### src/rtl/esm_pkg.sv
// Shared types and sizing helpers for the out-of-order issue scheduler slice.
package esm_pkg;

    typedef enum logic [1:0] {
        SLOT_FREE,
        SLOT_WAIT,
        SLOT_ISSUED,
        SLOT_DONE
    } slot_state_e;

    localparam int ESM_DEFAULT_BS = 16;

    function automatic int esm_index_width(input int bs);
        return (bs > 1) ? $clog2(bs) : 1;
    endfunction

endpackage

### src/rtl/esm_age_picker.sv
// Rotating-priority picker: returns the first requesting slot at or after head, wrapping around.
module esm_age_picker
    import esm_pkg::*;
#(
    parameter int  BS = ESM_DEFAULT_BS,
    localparam int IW = esm_index_width(BS)
) (
    input  logic [BS-1:0] req_i,
    input  logic [IW-1:0] head_i,
    output logic          found_o,
    output logic [IW-1:0] index_o
);

    always_comb begin
        found_o = 1'b0;
        index_o = head_i;
        for (int k = 0; k < BS; k++) begin
            if (!found_o && req_i[head_i + IW'(k)]) begin
                found_o = 1'b1;
                index_o = head_i + IW'(k);
            end
        end
    end

endmodule

### src/rtl/esm_issue_scheduler.sv
// Out-of-order issue scheduler: circular slot allocation, dependency wait matrix,
// oldest-first issue, completion wake-up and in-order retirement.
module esm_issue_scheduler
    import esm_pkg::*;
#(
    parameter int  BS = ESM_DEFAULT_BS,
    localparam int IW = esm_index_width(BS)
) (
    input  logic          clk,
    input  logic          rst,
    input  logic          alloc_valid,
    output logic          alloc_ready,
    output logic [IW-1:0] alloc_index,
    input  logic [BS-1:0] idt,
    output logic          issue_valid,
    input  logic          issue_ready,
    output logic [IW-1:0] issue_index,
    input  logic          complete_valid,
    input  logic [IW-1:0] complete_index,
    output logic          retire_valid,
    output logic [IW-1:0] retire_index,
    output logic [IW:0]   count
);

    slot_state_e   state_q [BS];
    slot_state_e   state_d [BS];
    logic [BS-1:0] wait_q  [BS];
    logic [BS-1:0] wait_d  [BS];

    logic [IW-1:0] head_q, head_d, tail_q, tail_d, cap_idx_q, cap_idx_d;
    logic [IW-1:0] retire_index_q, retire_index_d;
    logic [IW:0]   count_q, count_d;
    logic          cap_pending_q, cap_pending_d, retire_valid_q, retire_valid_d;

    logic          accept, issue_fire, complete_fire, retire_fire;
    logic [BS-1:0] live, ready, done_now;

    always_comb begin
        live  = '0;
        ready = '0;
        for (int i = 0; i < BS; i++) begin
            live[i]  = (state_q[i] == SLOT_WAIT) || (state_q[i] == SLOT_ISSUED);
            ready[i] = (state_q[i] == SLOT_WAIT) && (wait_q[i] == '0)
                       && !(cap_pending_q && (cap_idx_q == IW'(i)));
        end
    end

    esm_age_picker #(.BS(BS)) u_issue_pick (
        .req_i   (ready),
        .head_i  (head_q),
        .found_o (issue_valid),
        .index_o (issue_index)
    );

    assign alloc_ready   = (count_q < (IW+1)'(BS));
    assign alloc_index   = tail_q;
    assign accept        = alloc_valid && alloc_ready;
    assign issue_fire    = issue_valid && issue_ready;
    // A completion only counts against a slot that is actually executing.
    assign complete_fire = complete_valid && (state_q[complete_index] == SLOT_ISSUED);
    assign retire_fire   = (state_q[head_q] == SLOT_DONE);
    assign done_now      = complete_fire ? (BS'(1) << complete_index) : '0;

    always_comb begin
        state_d        = state_q;
        wait_d         = wait_q;
        head_d         = head_q;
        tail_d         = tail_q;
        cap_pending_d  = accept;
        cap_idx_d      = accept ? tail_q : cap_idx_q;
        retire_valid_d = retire_fire;
        retire_index_d = retire_fire ? head_q : retire_index_q;
        count_d        = count_q + (IW+1)'(accept) - (IW+1)'(retire_fire);

        if (accept) begin
            state_d[tail_q] = SLOT_WAIT;
            tail_d          = tail_q + IW'(1);
        end
        if (issue_fire) begin
            state_d[issue_index] = SLOT_ISSUED;
        end
        if (complete_fire) begin
            state_d[complete_index] = SLOT_DONE;
            for (int r = 0; r < BS; r++) begin
                wait_d[r][complete_index] = 1'b0;
            end
        end
        // Producers that are free, done, or finishing right now can never block the new row.
        if (cap_pending_q) begin
            wait_d[cap_idx_q] = idt & live & ~(BS'(1) << cap_idx_q) & ~done_now;
        end
        if (retire_fire) begin
            state_d[head_q] = SLOT_FREE;
            head_d          = head_q + IW'(1);
        end
    end

    always_ff @(posedge clk) begin
        if (rst) begin
            for (int i = 0; i < BS; i++) begin
                state_q[i] <= SLOT_FREE;
                wait_q[i]  <= '0;
            end
            head_q         <= '0;
            tail_q         <= '0;
            cap_idx_q      <= '0;
            cap_pending_q  <= 1'b0;
            retire_valid_q <= 1'b0;
            retire_index_q <= '0;
            count_q        <= '0;
        end else begin
            state_q        <= state_d;
            wait_q         <= wait_d;
            head_q         <= head_d;
            tail_q         <= tail_d;
            cap_idx_q      <= cap_idx_d;
            cap_pending_q  <= cap_pending_d;
            retire_valid_q <= retire_valid_d;
            retire_index_q <= retire_index_d;
            count_q        <= count_d;
        end
    end

    assign retire_valid = retire_valid_q;
    assign retire_index = retire_index_q;
    assign count        = count_q;

endmodule

### config.mk
export PLATFORM = sky130hd
export DESIGN_NAME = esm_issue_scheduler
export DESIGN_NICKNAME = d
export VERILOG_FILES = /design/src/rtl/esm_pkg.sv /design/src/rtl/esm_age_picker.sv /design/src/rtl/esm_issue_scheduler.sv
export SDC_FILE = /design/constraint.sdc
export NUM_CORES = 1
export LEC_CHECK = 0
export ABC_CLOCK_PERIOD_IN_PS = 9600
export CAP_MARGIN = 20
export CORE_MARGIN = 5
export CORE_UTILIZATION = 50
export DETAILED_ROUTE_END_ITERATION = 10
export PLACE_DENSITY = 0.67
export SLEW_MARGIN = 20
export SYNTH_ARGS = -nofsm -noshare
export SYNTH_HDL_FRONTEND = slang
export SYNTH_HIERARCHICAL = 1
export SYNTH_SLANG_ARGS = --single-unit
### constraint.sdc
create_clock -name clk -period 9.6 [get_ports clk]
set_input_delay 1.44 -clock clk [delete_from_list [all_inputs] [get_ports clk]]
set_output_delay 1.44 -clock clk [all_outputs]
set_load 0.02 [all_outputs]
# Word level (Yosys, flattened, before mapping)
# Index checks and enable logic that the tools add are counted.
[word_totals]
ff_bits = 311
output_inout_bits = 20
elab_cells = 398
latch_bits = 0
ramBits = 0
mem_bits_ro = 0
memories = 0
[op_classes]
n_mux = 89
eq_ne = 49
n_bitwise = 36
addsub = 18
n_reduce_logical = 136
magnitude_cmp = 29
mul = 0
shifts = 2
div = 0
[op_table]
columns = ["cell", "count"]
rows = [
  ["256-bit 2-to-1 mux", 2],
  ["16-bit AND", 21],
  ["256-bit bitwise mux", 1],
  ["16-bit zero test", 16],
  ["32-bit 2-to-1 mux", 4],
  ["4-bit by 5-bit < comparator with 1-bit output, second input constant", 17],
  ["16-bit NOT", 5],
  ["1-bit logical AND", 72],
  ["1-bit binary-select mux with 4-bit select", 16],
  ["16-bit demux with 4-bit select", 1],
  ["4-bit 2-to-1 mux", 15],
  ["2-bit == test, second input constant", 18],
  ["1-bit 2-to-1 mux", 33],
  ["4-bit adder, second input constant", 8],
  ["32-bit AND", 1],
  ["2-bit demux with 4-bit select", 4],
  ["2-bit by 1-bit == test with 1-bit output, second input constant", 16],
  ["4-bit == test, second input constant", 8],
  ["16-bit 2-to-1 mux", 2],
  ["32-bit NOT", 1],
  ["16-bit bitwise OR", 2],
  ["32-bit bitwise OR", 1],
  ["1-bit by 4-bit left shift with 16-bit output, first input constant", 2],
  ["1-bit zero test", 31],
  ["18 further kinds", 62],
]

# Longest topological paths before layout
# Gate-level depths: netlist (run 1).
[depth]
ltp_word = 64
depth_mapped = 22
ltp_nobuf = 18

# Hierarchy
# Netlist (run 1), hierarchy kept.
[by_module_without_submodules]
columns = ["mod", "area_each_um2", "n_inst", "cells_per_inst"]
rows = [
  ["esm_issue_scheduler", 13294.0, 1, 1730],
  ["esm_age_picker", 2331.0, 1, 254],
]

# Worst setup path before layout (run 1)
# OpenSTA, ideal clock, no wires.
[synth_timing]
kind = "reg-to-output"
start = "register head_q[0]"
end = "output issue_index[2]"
required_time_ns = 8.160
t_arrival_ns = 5.073
path_buffers = 5
path_slack_ns = 3.087
path_stages_with_launch = 17
cell_sequence = "dfxtp_1 -> buf_6 -> buf_12 -> buf_6 -> buf_2 -> inv_1 -> ha_1 -> buf_2 -> mux4_2 -> mux2_2 -> mux2_2 -> or4_4 -> or2_2 -> or2_2 -> a221oi_1 -> o21ai_0 -> o21ai_0"
[synth_between]
elab_chain_cells = 48
[synth_lines]
columns = ["item", "line", "text"]
rows = [
  ["start: declaration", "esm_issue_scheduler.sv:30", "logic [IW-1:0] head_q, head_d, tail_q, tail_d, cap_idx_q, cap_idx_d;"],
  ["start signal: assignment", "esm_issue_scheduler.sv:104", "head_q <= '0;"],
  ["start signal: assignment", "esm_issue_scheduler.sv:114", "head_q <= head_d;"],
  ["branches (longest 47 deep; another with 4-bit by 1-bit adder with 4-bit output)", "n/a", ""],
  ["4-bit 2-to-1 mux *", "esm_age_picker.sv:18", "if (!found_o && req_i[head_i + IW'(k)]) begin"],
  ["end: declaration", "esm_issue_scheduler.sv:17", "output logic [IW-1:0] issue_index,"],
]
# Every way passes the cells marked *. The select of a mux whose other input is x is not followed.

# Final worst setup path (run 1)
[layout_timing]
start = "register cap_idx_q[3]"
end = "output issue_index[2]"
[layout_between]
elab_chain_cells = 52
[layout_lines]
columns = ["item", "line", "text"]
rows = [
  ["start: declaration", "esm_issue_scheduler.sv:30", ""],
  ["start signal: assignment", "esm_issue_scheduler.sv:116", "cap_idx_q <= cap_idx_d;"],
  ["4-bit == test *", "esm_issue_scheduler.sv:44", "&& !(cap_pending_q && (cap_idx_q == IW'(i)));"],
  ["1-bit logical AND *", "esm_issue_scheduler.sv:44", ""],
  ["1-bit zero test *", "esm_issue_scheduler.sv:44", ""],
  ["1-bit logical AND *", "esm_issue_scheduler.sv:44", ""],
  ["named net ready[8]", "esm_issue_scheduler.sv:36", "logic [BS-1:0] live, ready, done_now;"],
  ["1-bit binary-select mux with 4-bit select", "esm_age_picker.sv:18", ""],
  ["1-bit 2-to-1 mux (not written as such)", "esm_age_picker.sv:18", ""],
  ["1-bit 2-to-1 mux", "esm_age_picker.sv:18", ""],
  ["(+37 left out)", "n/a", ""],
  ["1-bit logical AND", "esm_age_picker.sv:18", ""],
  ["1-bit 2-to-1 mux", "esm_age_picker.sv:18", ""],
  ["1-bit zero test", "esm_age_picker.sv:18", ""],
  ["1-bit logical AND", "esm_age_picker.sv:18", ""],
  ["1-bit 2-to-1 mux", "esm_age_picker.sv:18", ""],
  ["1-bit zero test", "esm_age_picker.sv:18", ""],
  ["1-bit logical AND", "esm_age_picker.sv:18", ""],
  ["4-bit 2-to-1 mux *", "esm_age_picker.sv:18", ""],
]
# Mark *: on every way through the listed nets, which the timed path passes. The rest lies on a longest branch. The select of a mux whose other input is x is not followed.

==> metrics, run 1 <==
VDD IR-drop max=~0.16 mV; FF-to-FF path depth=17; CTS Sinks=311; final setup violation count=0; CP Cell Sequence=nor2b_1 -> nand3_1 -> nand3_1 -> nor2_1 -> mux4_2 -> mux2_2 -> mux2_2 -> or4_4 -> or2_2 -> or2_2 -> a221oi_1 -> o21ai_0 -> o21ai_0 -> clkdlybuf4s50_1; vias per cell=~6; syn avg cell area=7.88 um2; register area share after synthesis=0.398; Antenna diodes=0; flop and latch count out of synthesis=between 300 and 400; hold path cells=2; clock tree buffer depth=3; number of global-route vias before repair=around 14000; CTS H-Tree Depth=2; Critical Path Start Type=flip-flop; top_reg_cell synth=dfxtp_1; number of I/O port buffers=44; yosys warns=6; clk_lat worst skew=around 520 ps; Tmin final=8600 ps; cell area after layout=about 0.017 mm2; Hold Vio Cnt, Final=0; die width=187 um; Worst path slowest cell=clkdlybuf4s50_1; hold endpoint=wait_q[105]; Lkg Pwr=~5.9 nW; Die H=187 um; DR pass1 iterations=6; Placed Area=about 0.016 mm2; dpl hpwl=about 35000 um; Starting DRT DRC Count=1569; GRT Util Overall=0.286; GPL Wtd Cong=about 0.95; most frequent cells in the layout=557 x nand2_1, 310 x dfxtp_1, 283 x a21oi_1; post_cts resized=0; Core ar.=between 0.03 and 0.04 mm2; Pint=~2.2 mW; crit-path max FO=18; relative slew slack=0.205; first-pass GRT wire length=approximately 80000 um; Max-Cap Viols=0; Final #Nets=between 2000 and 2500; min-delay src=wait_q[105]; Vias=~15000; DRC violation count after routing=0; Pwr Density=between 150 and 200 mW/mm2; num rows=64; r2r setup slk=approximately 2600 ps; CTS clk-pin slew, worst paths=approximately 60 ps; Synth Instances=1984; final core utilization=0.561; gr ovfl total=0; number of flops mapped to enable cells by yosys=0; Final TNS setup=0 ps; IO Pins=45; DR WL/cell=around 22 um; share of cells above drive strength 1=0.0820; critical path's largest stage delay=between 700 and 800 ps; DRT Wirelength=52200 um; Net Count, Synth=between 2000 and 2500; fin crit share=0.896; clock skew=13.8 ps; CP top delay family=simple AND/OR/NAND/NOR gates; Routed Antenna Nets=0; CP Depth=14; CP endpoint kind=primary output; count of final max-slew check failures=0; worst setup path class=reg -> out; CTS Root Cell=clkbuf_16; Num CTS Buffers=34; register share of total power=0.453; clock network power share=0.426; clock tree from TritonCTS=built; Post-CTS Setup Repair Bufs=0; NetSw=approximately 0.78 mW; reg2reg end=state_q[26]; Buf+Inv Stages, Crit Path=1; RSZ-0062 raised after global routing=no; Synth async-reset ratio=0; Hold WS=429 ps; Fmax achieved=116 MHz; Hold Crit Class=reg -> reg; initial antenna violation count=0; commonest non-fill, non-tap cell in the layout=nand2_1; status=finished, final reports clean; Die Footprint=about 0.035 mm2; Slew @ Worst Pin=between 1000 and 1500 ps; Area Growth Syn to Fin=10.3%; Switching Share=0.265; origin of the critical flop-to-flop path=cap_idx_q[3]; Yosys cell types=86; combinational power share=0.121; cts hold-fix bufs=0; Worst EP arrival=between 7000 and 8000 ps; pin count of the biggest net entering global routing=62; Post-Syn Area=between 0.015 and 0.02 mm2; initial core utilization=0.508; Crit path required time=about 8200 ps
## power groups by stage
stage | Sequential, mW | Clock [mW] | Combinational (mW)
floorplan | 1.36 | 0 | 0.228
global placement | 1.35 | 0 | 0.344
detailed placement | 1.36 | 0 | 0.348
CTS | 1.33 | 1.26 | 0.350
global route | 1.33 | 1.32 | 0.380
finish | 1.33 | 1.25 | 0.355
## worst reg2reg max path, stage by stage (launching register included)
cell and delay [ps]:
dfxtp_1 600, nor2b_1 610, nand3_1 720, nand3_1 300, nor2_1 130, mux4_2 480, mux2_2 330, mux2_2 350
or4_4 590, or4_4 620, or3_4 420, o211ai_2 150, a31o_1 110, a21boi_2 260, nand4b_1 510, or3_1 560
o21ai_0 100, a21oi_1 80
## metrics by stage
stage / total power, mW / std cells / setup slack [ps]
after floorplan: 1.59 / 1984 / 3090
after global placement: 1.70 / 2330 / 1720
after detailed placement: 1.70 / 2330 / 1640
after CTS: 2.94 / 2383 / 1080
after global routing: 3.03 / 2383 / 568
final: 2.93 / 2383 / 1000
## cells in the mapped netlist (6+ instances only)
cell type  instances  share of area
xnor2_1            8         0.0045
a21oi_2            8         0.0045
mux2i_1           25          0.016
nand2b_1          52          0.021
nor3_1            45          0.014
o22a_1            11         0.0062
dfxtp_1          311           0.40
nand4b_1           7         0.0039
a22oi_1            6         0.0029
a221oi_1           7         0.0039
o22ai_1           16         0.0064
a21o_1            16         0.0077
mux2_2            16          0.012
and2_1            10         0.0040
nand2_1          557           0.13
nor2_1           118          0.028
nand3_1           20         0.0064
a211oi_1           8         0.0038
nand4_1           25          0.010
xor2_1            10         0.0056
inv_1             37         0.0089
a21oi_1          284          0.091
o21ai_0           12         0.0038
clkbuf_1          55          0.013
buf_2             58          0.019
ha_1              36          0.029
nor2_2             7         0.0028
or3_1             14         0.0056
nor4_1            54          0.022
mux4_1             9          0.015
nor2b_1           11         0.0044
mux4_2            21          0.030
## sequential cells by signal, indices dropped and copies added, names as in the netlist
signal,cells
wait_q,256
state_q,32
count,5
alloc_index,4
cap_idx_q,4
head_q,4
retire_index,4
cap_pending_q,1
retire_valid,1
## metal layers
metal  routed length, um  vias up  share of wire  track usage
met1               22100     6879           0.42        0.398
met2               23600      719           0.45        0.452
met4                1970        0          0.038        0.104
li1                    -     6835              -            -
met3                4610      145          0.088       0.0432
met5                   0        -              0            0
## logic make-up after synthesis
kind of cell | after synthesis | synth area share
AND/OR/NAND/NOR | 959 | 0.277
AO/OA/AOI/OAI | 421 | 0.161
flip-flops | 311 | 0.398
buffers and inverters | 163 | 0.0470
multiplexers | 75 | 0.0763
adder cells (fa/ha/maj) | 37 | 0.0301
XOR/XNOR | 18 | 0.0101
## how the worst max path moves through the flow
stage                            start              to  slack, ps
after floorplan              head_q[0]  issue_index[2]       3090
after global placement       head_q[1]  issue_index[2]       1720
after global routing      cap_idx_q[3]  issue_index[2]        570
after detailed placement     head_q[1]  issue_index[2]       1640
after CTS                    head_q[1]  issue_index[2]       1080
final                     cap_idx_q[3]  issue_index[2]       1000
## area by class of cell
type / instances / area (um2)
Fill cell: 2903 / 13500
Tap cell: 396 / 495
Multi-Input combinational cell: 1510 / 8680
Clock inverter: 12 / 131
Timing Repair Buffer: 73 / 653
Clock buffer: 41 / 897
Inverter: 40 / 150
Sequential cell: 311 / 6230
Power figures use the tool's default switching activity.
==> inputs of run 2 (changes only) <==
Settings changed: GPL_TIMING_DRIVEN from default to 0, PLACE_DENSITY 0.67 to 0.79.
==> metrics, run 2 (synthesis results as in run 1) <==
CP endpoint kind=primary output (unchanged); Pwr Density=169 mW/mm2 (was 170 mW/mm2); clk_lat worst skew=530 ps (was 520 ps); hold endpoint=wait_q[45] (was wait_q[105]); total power=2.99 mW (was 2.93 mW); cts hold-fix bufs=0 (unchanged); Vias=15500 (was 14600); gr ovfl total=0 (unchanged); # placed instances=2423 (was 2330); die width=187 um (unchanged); most frequent cells in the layout=557 x nand2_1, 311 x dfxtp_1, 284 x a21oi_1 (was 557 x nand2_1, 310 x dfxtp_1, 283 x a21oi_1); post_cts resized=0 (unchanged); dpl hpwl=37800 um (was 35300 um); DRC violation count after routing=0 (unchanged); Num CTS Buffers=34 (unchanged); CTS Root Cell=clkbuf_16 (unchanged); GRT Util Overall=0.288 (was 0.286); Max-Cap Viols=0 (unchanged); CTS clk-pin slew, worst paths=60 ps (about the same); clock tree buffer depth=3 (unchanged); final setup violation count=0 (unchanged); Hold Vio Cnt, Final=0 (unchanged); vias per cell=6.25 (was 6.12); r2r setup slk=2600 ps (was 2560 ps); first-pass GRT wire length=81000 um (was 79800 um); count of final max-slew check failures=0 (unchanged); Final TNS setup=0 ps (unchanged); number of global-route vias before repair=14600 (was 13600); Antenna diodes=0 (unchanged); Fmax achieved=116 MHz (about the same); Area Growth Syn to Fin=12.9% (was 10.3%); CTS Sinks=311 (unchanged); initial core utilization=0.508 (unchanged); FF-to-FF path depth=18 (was 17); post-route worst setup slack=974 ps (was 1000 ps); status=finished, final reports clean (unchanged); Final #Nets=2125 (was 2032); Routed Antenna Nets=0 (unchanged); Hold WS=432 ps (was 429 ps); initial antenna violation count=1 (was 0); Starting DRT DRC Count=2472 (was 1569); Die H=187 um (unchanged); Worst EP arrival=7190 ps (was 7160 ps); num rows=64 (unchanged); share of cells above drive strength 1=0.0955 (was 0.0820); Die Footprint=0.0349 mm2 (unchanged); Critical Path Start Type=flip-flop (unchanged); Core ar.=0.0307 mm2 (unchanged); crit-path max FO=14 (was 18); Crit path required time=8160 ps (about the same); DR WL/cell=21.4 um (was 21.9 um); Reg with most FFs=wait_q (unchanged); clock tree from TritonCTS=built (unchanged); Setup WS pre-CTS=1620 ps (was 1640 ps); Slew @ Worst Pin=1250 ps (was 1190 ps); Post-CTS Setup Repair Bufs=0 (unchanged); origin of the critical flop-to-flop path=head_q[1] (was cap_idx_q[3]); IO Pins=45 (unchanged); relative slew slack=0.161 (was 0.205); reg2reg end=state_q[26] (unchanged); RSZ-0062 raised after global routing=no (unchanged); Largest register FFs=256 (unchanged); Lkg Pwr=6.11 nW (was 5.86 nW); clock skew=20.1 ps (was 13.8 ps); worst setup path class=reg -> out (unchanged); Hold Crit Class=reg -> reg (unchanged); fin crit share=0.899 (was 0.896); CTS H-Tree Depth=2 (unchanged); hold path cells=2 (unchanged); number of I/O port buffers=43 (was 44); DR pass1 iterations=6 (unchanged); min-delay src=wait_q[45] (was wait_q[105]); DRT Wirelength=53000 um (was 52200 um); pin count of the biggest net entering global routing=15 (was 62); VDD IR-drop max=0.153 mV (was 0.159 mV); Tmin final=8630 ps (was 8600 ps); commonest non-fill, non-tap cell in the layout=nand2_1 (unchanged); non-filler cells, final=2479 (was 2383); GPL Wtd Cong=0.960 (was 0.948)
==> run 2: cell types whose count changed in the layout (fill, tap and decap cells not counted), moves of 3 or more <==
cell and delta:
buf_2 +57, clkbuf_1 +55, buf_4 -28, clkbuf_8 +5, buf_1 +4, buf_6 +4, nor3_1 -3, nor3_2 +3
==> run 2: metal layers <==
| metal | share of wire | global-route usage |
|---|---|---|
| met5 | 0 | 0 |
| met4 | 0.047 | 0.119 |
| met3 | 0.12 | 0.0796 |
| met2 | 0.45 | 0.461 |
| met1 | 0.39 | 0.369 |
==> run 2: cell type report <==
cell class / instances / area (um2)
buffer: 123 / 584
clock buffer: 47 / 991
clock inverter: 9 / 91.3
fill: 2802 / 13100
inverter: 40 / 150
multi-input combinational: 1510 / 8680
sequential: 311 / 6230
tap: 396 / 495
timing repair buffer: 43 / 430
==> run 2: stage by stage <==
step | utilization | instance area [um2]
final | 0.574 | 17600
after global routing | 0.574 | 17600
after CTS | 0.573 | 17600
after detailed placement | 0.538 | 16600
after global placement | 0.538 | 16600
after floorplan | - | 15600
==> run 2: worst max path at each step <==
| stage | startpoint | depth (start not counted) | end | slack (ps) |
|---|---|---|---|---|
| final | head_q[1] | 14 | issue_index[2] | 970 |
| after global routing | head_q[1] | 14 | issue_index[2] | 650 |
| after CTS | head_q[1] | 14 | issue_index[2] | 1070 |
| after detailed placement | head_q[1] | 14 | issue_index[2] | 1620 |
| after global placement | head_q[1] | 14 | issue_index[2] | 1630 |
| after floorplan | head_q[0] | 16 | issue_index[2] | 3090 |
==> run 2: critical path, stage by stage (launching register included) <==
cell             delay [ps]
dfxtp_1                 690
buf_2                   370
clkinv_1                410
ha_1                    430
buf_2                   250
mux4_2                  560
mux2_2                  350
mux2_2                  350
or4_4                   590
or2_2                   360
or2_2                   320
a221oi_1                280
o21ai_0                 110
o21ai_0                 820
clkdlybuf4s50_1         770
==> run 2: power by group <==
part	total, mW	internal, mW	leakage, nW	switching [mW]
clock network	1.29	0.750	0.536	0.540
logic	0.371	0.142	3.07	0.229
registers	1.32	1.31	2.51	0.0181
==> patch, RTL diff (settings of run 2) <==
Change the package constant `ESM_DEFAULT_BS` from 16 to 8.
--- a/src/rtl/esm_pkg.sv
+++ b/src/rtl/esm_pkg.sv
@@ -9,5 +9,5 @@
     } slot_state_e;
 
-    localparam int ESM_DEFAULT_BS = 16;
+    localparam int ESM_DEFAULT_BS = 8;
 
     function automatic int esm_index_width(input int bs);
Interface: changed (6 resized); port bits go from 45 to 32. The function was not compared with the original's and may differ.
==> patch against run 2 <==
  * Critical path type unchanged
  * Sequential cell count decreased by 213
  * Utilization fell by 0.55 points
  * Via count down 69%
  * Combinational power is 42% lower
  * Sequential share of layout area shrank 3.2 points
  * Area after synthesis decreased by 65%
  * Die area fell by 63%
  * Design area fell by 65%
  * Clock power shrank 79%
  * Power fell by 69%
  * Largest cell class unchanged
  * Worst setup slack better by 2000 ps
  * Non-clock buffer count fell by 109
  * Count of clock-buffer cells in the layout down 36
  * Routed wire length down 73%
==> patch: results (changes against run 2) <==
Clock network
  • CTS Buf Count: 9 (-74%)
  • Clock Tree Root: clkbuf_8
  • CTS H-tree depth: 3 (+1)
  • Clk slew on worst S/H paths: 90 ps (+30 ps)
  • Post-CTS sizing: 0 (unchanged)
  • CTS Buffer Depth: 2 (-1)
  • Clock latency on the worst-skew pair: 380 ps (-150 ps)

Yosys
  • Sequential share of the synthesized area: 36.2% (-3.6 points)
  • Cell variety after synth: 66 (-23%)
  • Syn Nets: 628 (-69%)
  • Post-synth top cells: 98 x dfxtp_1, 81 x nor2_1, 65 x mux2i_1
  • Top cells by area, synth: dfxtp_1 36%, mux2i_1 12%, nor2_1 5.6%, mux4_2 5.4%, ha_1 3.7%

Placement
  • GPL Wtd Cong: 0.919 (-4.3%)
  • Setup WS pre-CTS: 3140 ps (+1520 ps)
  • DP HPWL: 10700 µm (-72%)
  • Port-buffer cells: 31 (-28%)

Power
  • Leakage: 2.45 nW (-60%)
  • IR drop worst, VDD: 0.000134 V (-12%)

GRT
  • Vias in the first global route: 4974 (-66%)
  • First-pass GRT wire length: 23500 µm (-71%)
  • Largest net degree at the start of global routing: 17 (+2)
  • Overall Global Routing Usage: 22.5% (-6.3 points)
  • Initial antenna violation count: 0 (-1)

Routing
  • First-pass DRT Iterations: 5 (-1)
  • Via/cell ratio: 6.07 (-2.8%)
  • DRT iter0 DRCs: 381 (-85%)
  • DRT Wirelength: 14200 µm (-73%)

Outcome
  • Outcome: completed

Layout
  • Max reg flops: 64 (-75%)
  • Fillers: 964 (-66%)
  • Ant diodes: 0 (unchanged)
  • Layout cells sized above 1: 9.97% (+0.42 points)
  • Total Nets Final: 670 (-68%)

Critical path
  • Crit-path max FO: 8 (-6)
  • Worst EP arrival: 5170 ps (-2020 ps)

STA
  • Final Skew: 8.21 ps (-11.9 ps)
  • Slew margin rel.: 34.4% (+18 points)

Min path
  • Min-Delay Path Class: reg2reg
-- patch: final cells by class --
cell class | count | share of cell area [%]
multi-input cells | 442 | 52.6
flip-flops and latches | 98 | 32.1
repair buffers | 31 | 5.08
well taps | 140 | 2.87
plain buffers | 26 | 2.36
clock buffers | 11 | 2.15
inverters | 29 | 1.78
clock inverters | 5 | 1.04
-- patch: routing by layer --
metal / GRT usage, % / vias up / part of all wire, %
met4: 9.11 / 0 / 3.3
met1: 26.9 / 2292 / 41
met3: 5.07 / 40 / 6.1
li1: - / 2237 / -
met5: 0 / - / 0
met2: 39.1 / 180 / 50
-- patch: cells by family after synthesis --
family | after synthesis | synth area share [%]
and+or+nand+nor | 237 | 22.9
DFF | 98 | 36.2
xor gates and xnor gates | 9 | 1.46
AOI/OAI and AO/OA | 96 | 12.2
muxes | 83 | 18.5
adders and majority gates | 17 | 4.07
buffers and inverters | 55 | 4.67
-- patch: final timing paths --
kind,slack (ps),start,endpoint,cells past startpoint
worst min register to register,440,wait_q[14],wait_q[14],2
worst max register to register,4820,cap_idx_q[2],state_q[11],15
worst min-delay path,440,wait_q[14],wait_q[14],2
worst max-delay path,2990,state_q[4],issue_index[2],10
-- patch: metrics by stage --
stage / hold slack [ps] / cells / cell area (µm²)
final: 439 / 782 / 6110
after global routing: 466 / 782 / 6110
after CTS: 438 / 782 / 6090
after floorplan: 410 / 595 / 5410
after global placement: 417 / 766 / 5900
after detailed placement: 425 / 766 / 5900
-- patch: worst max-delay path, stage by stage, from the launching register on --
cell and delay [ps]:
dfxtp_1 420, ha_1 170, or4b_2 600, nor4_1 800, mux4_2 460, nand3b_1 100, a2111oi_0 610, or3_1 190
a221oi_1 80, o32ai_2 630, clkdlybuf4s50_1 730
-- patch: report_power, final --
| part | switching, mW | internal (mW) | total (mW) |
|---|---|---|---|
| clock network | 0.146 | 0.122 | 0.268 |
| registers | 0.0173 | 0.420 | 0.438 |
| logic | 0.120 | 0.0969 | 0.217 |
| total | 0.283 | 0.640 | 0.923 |
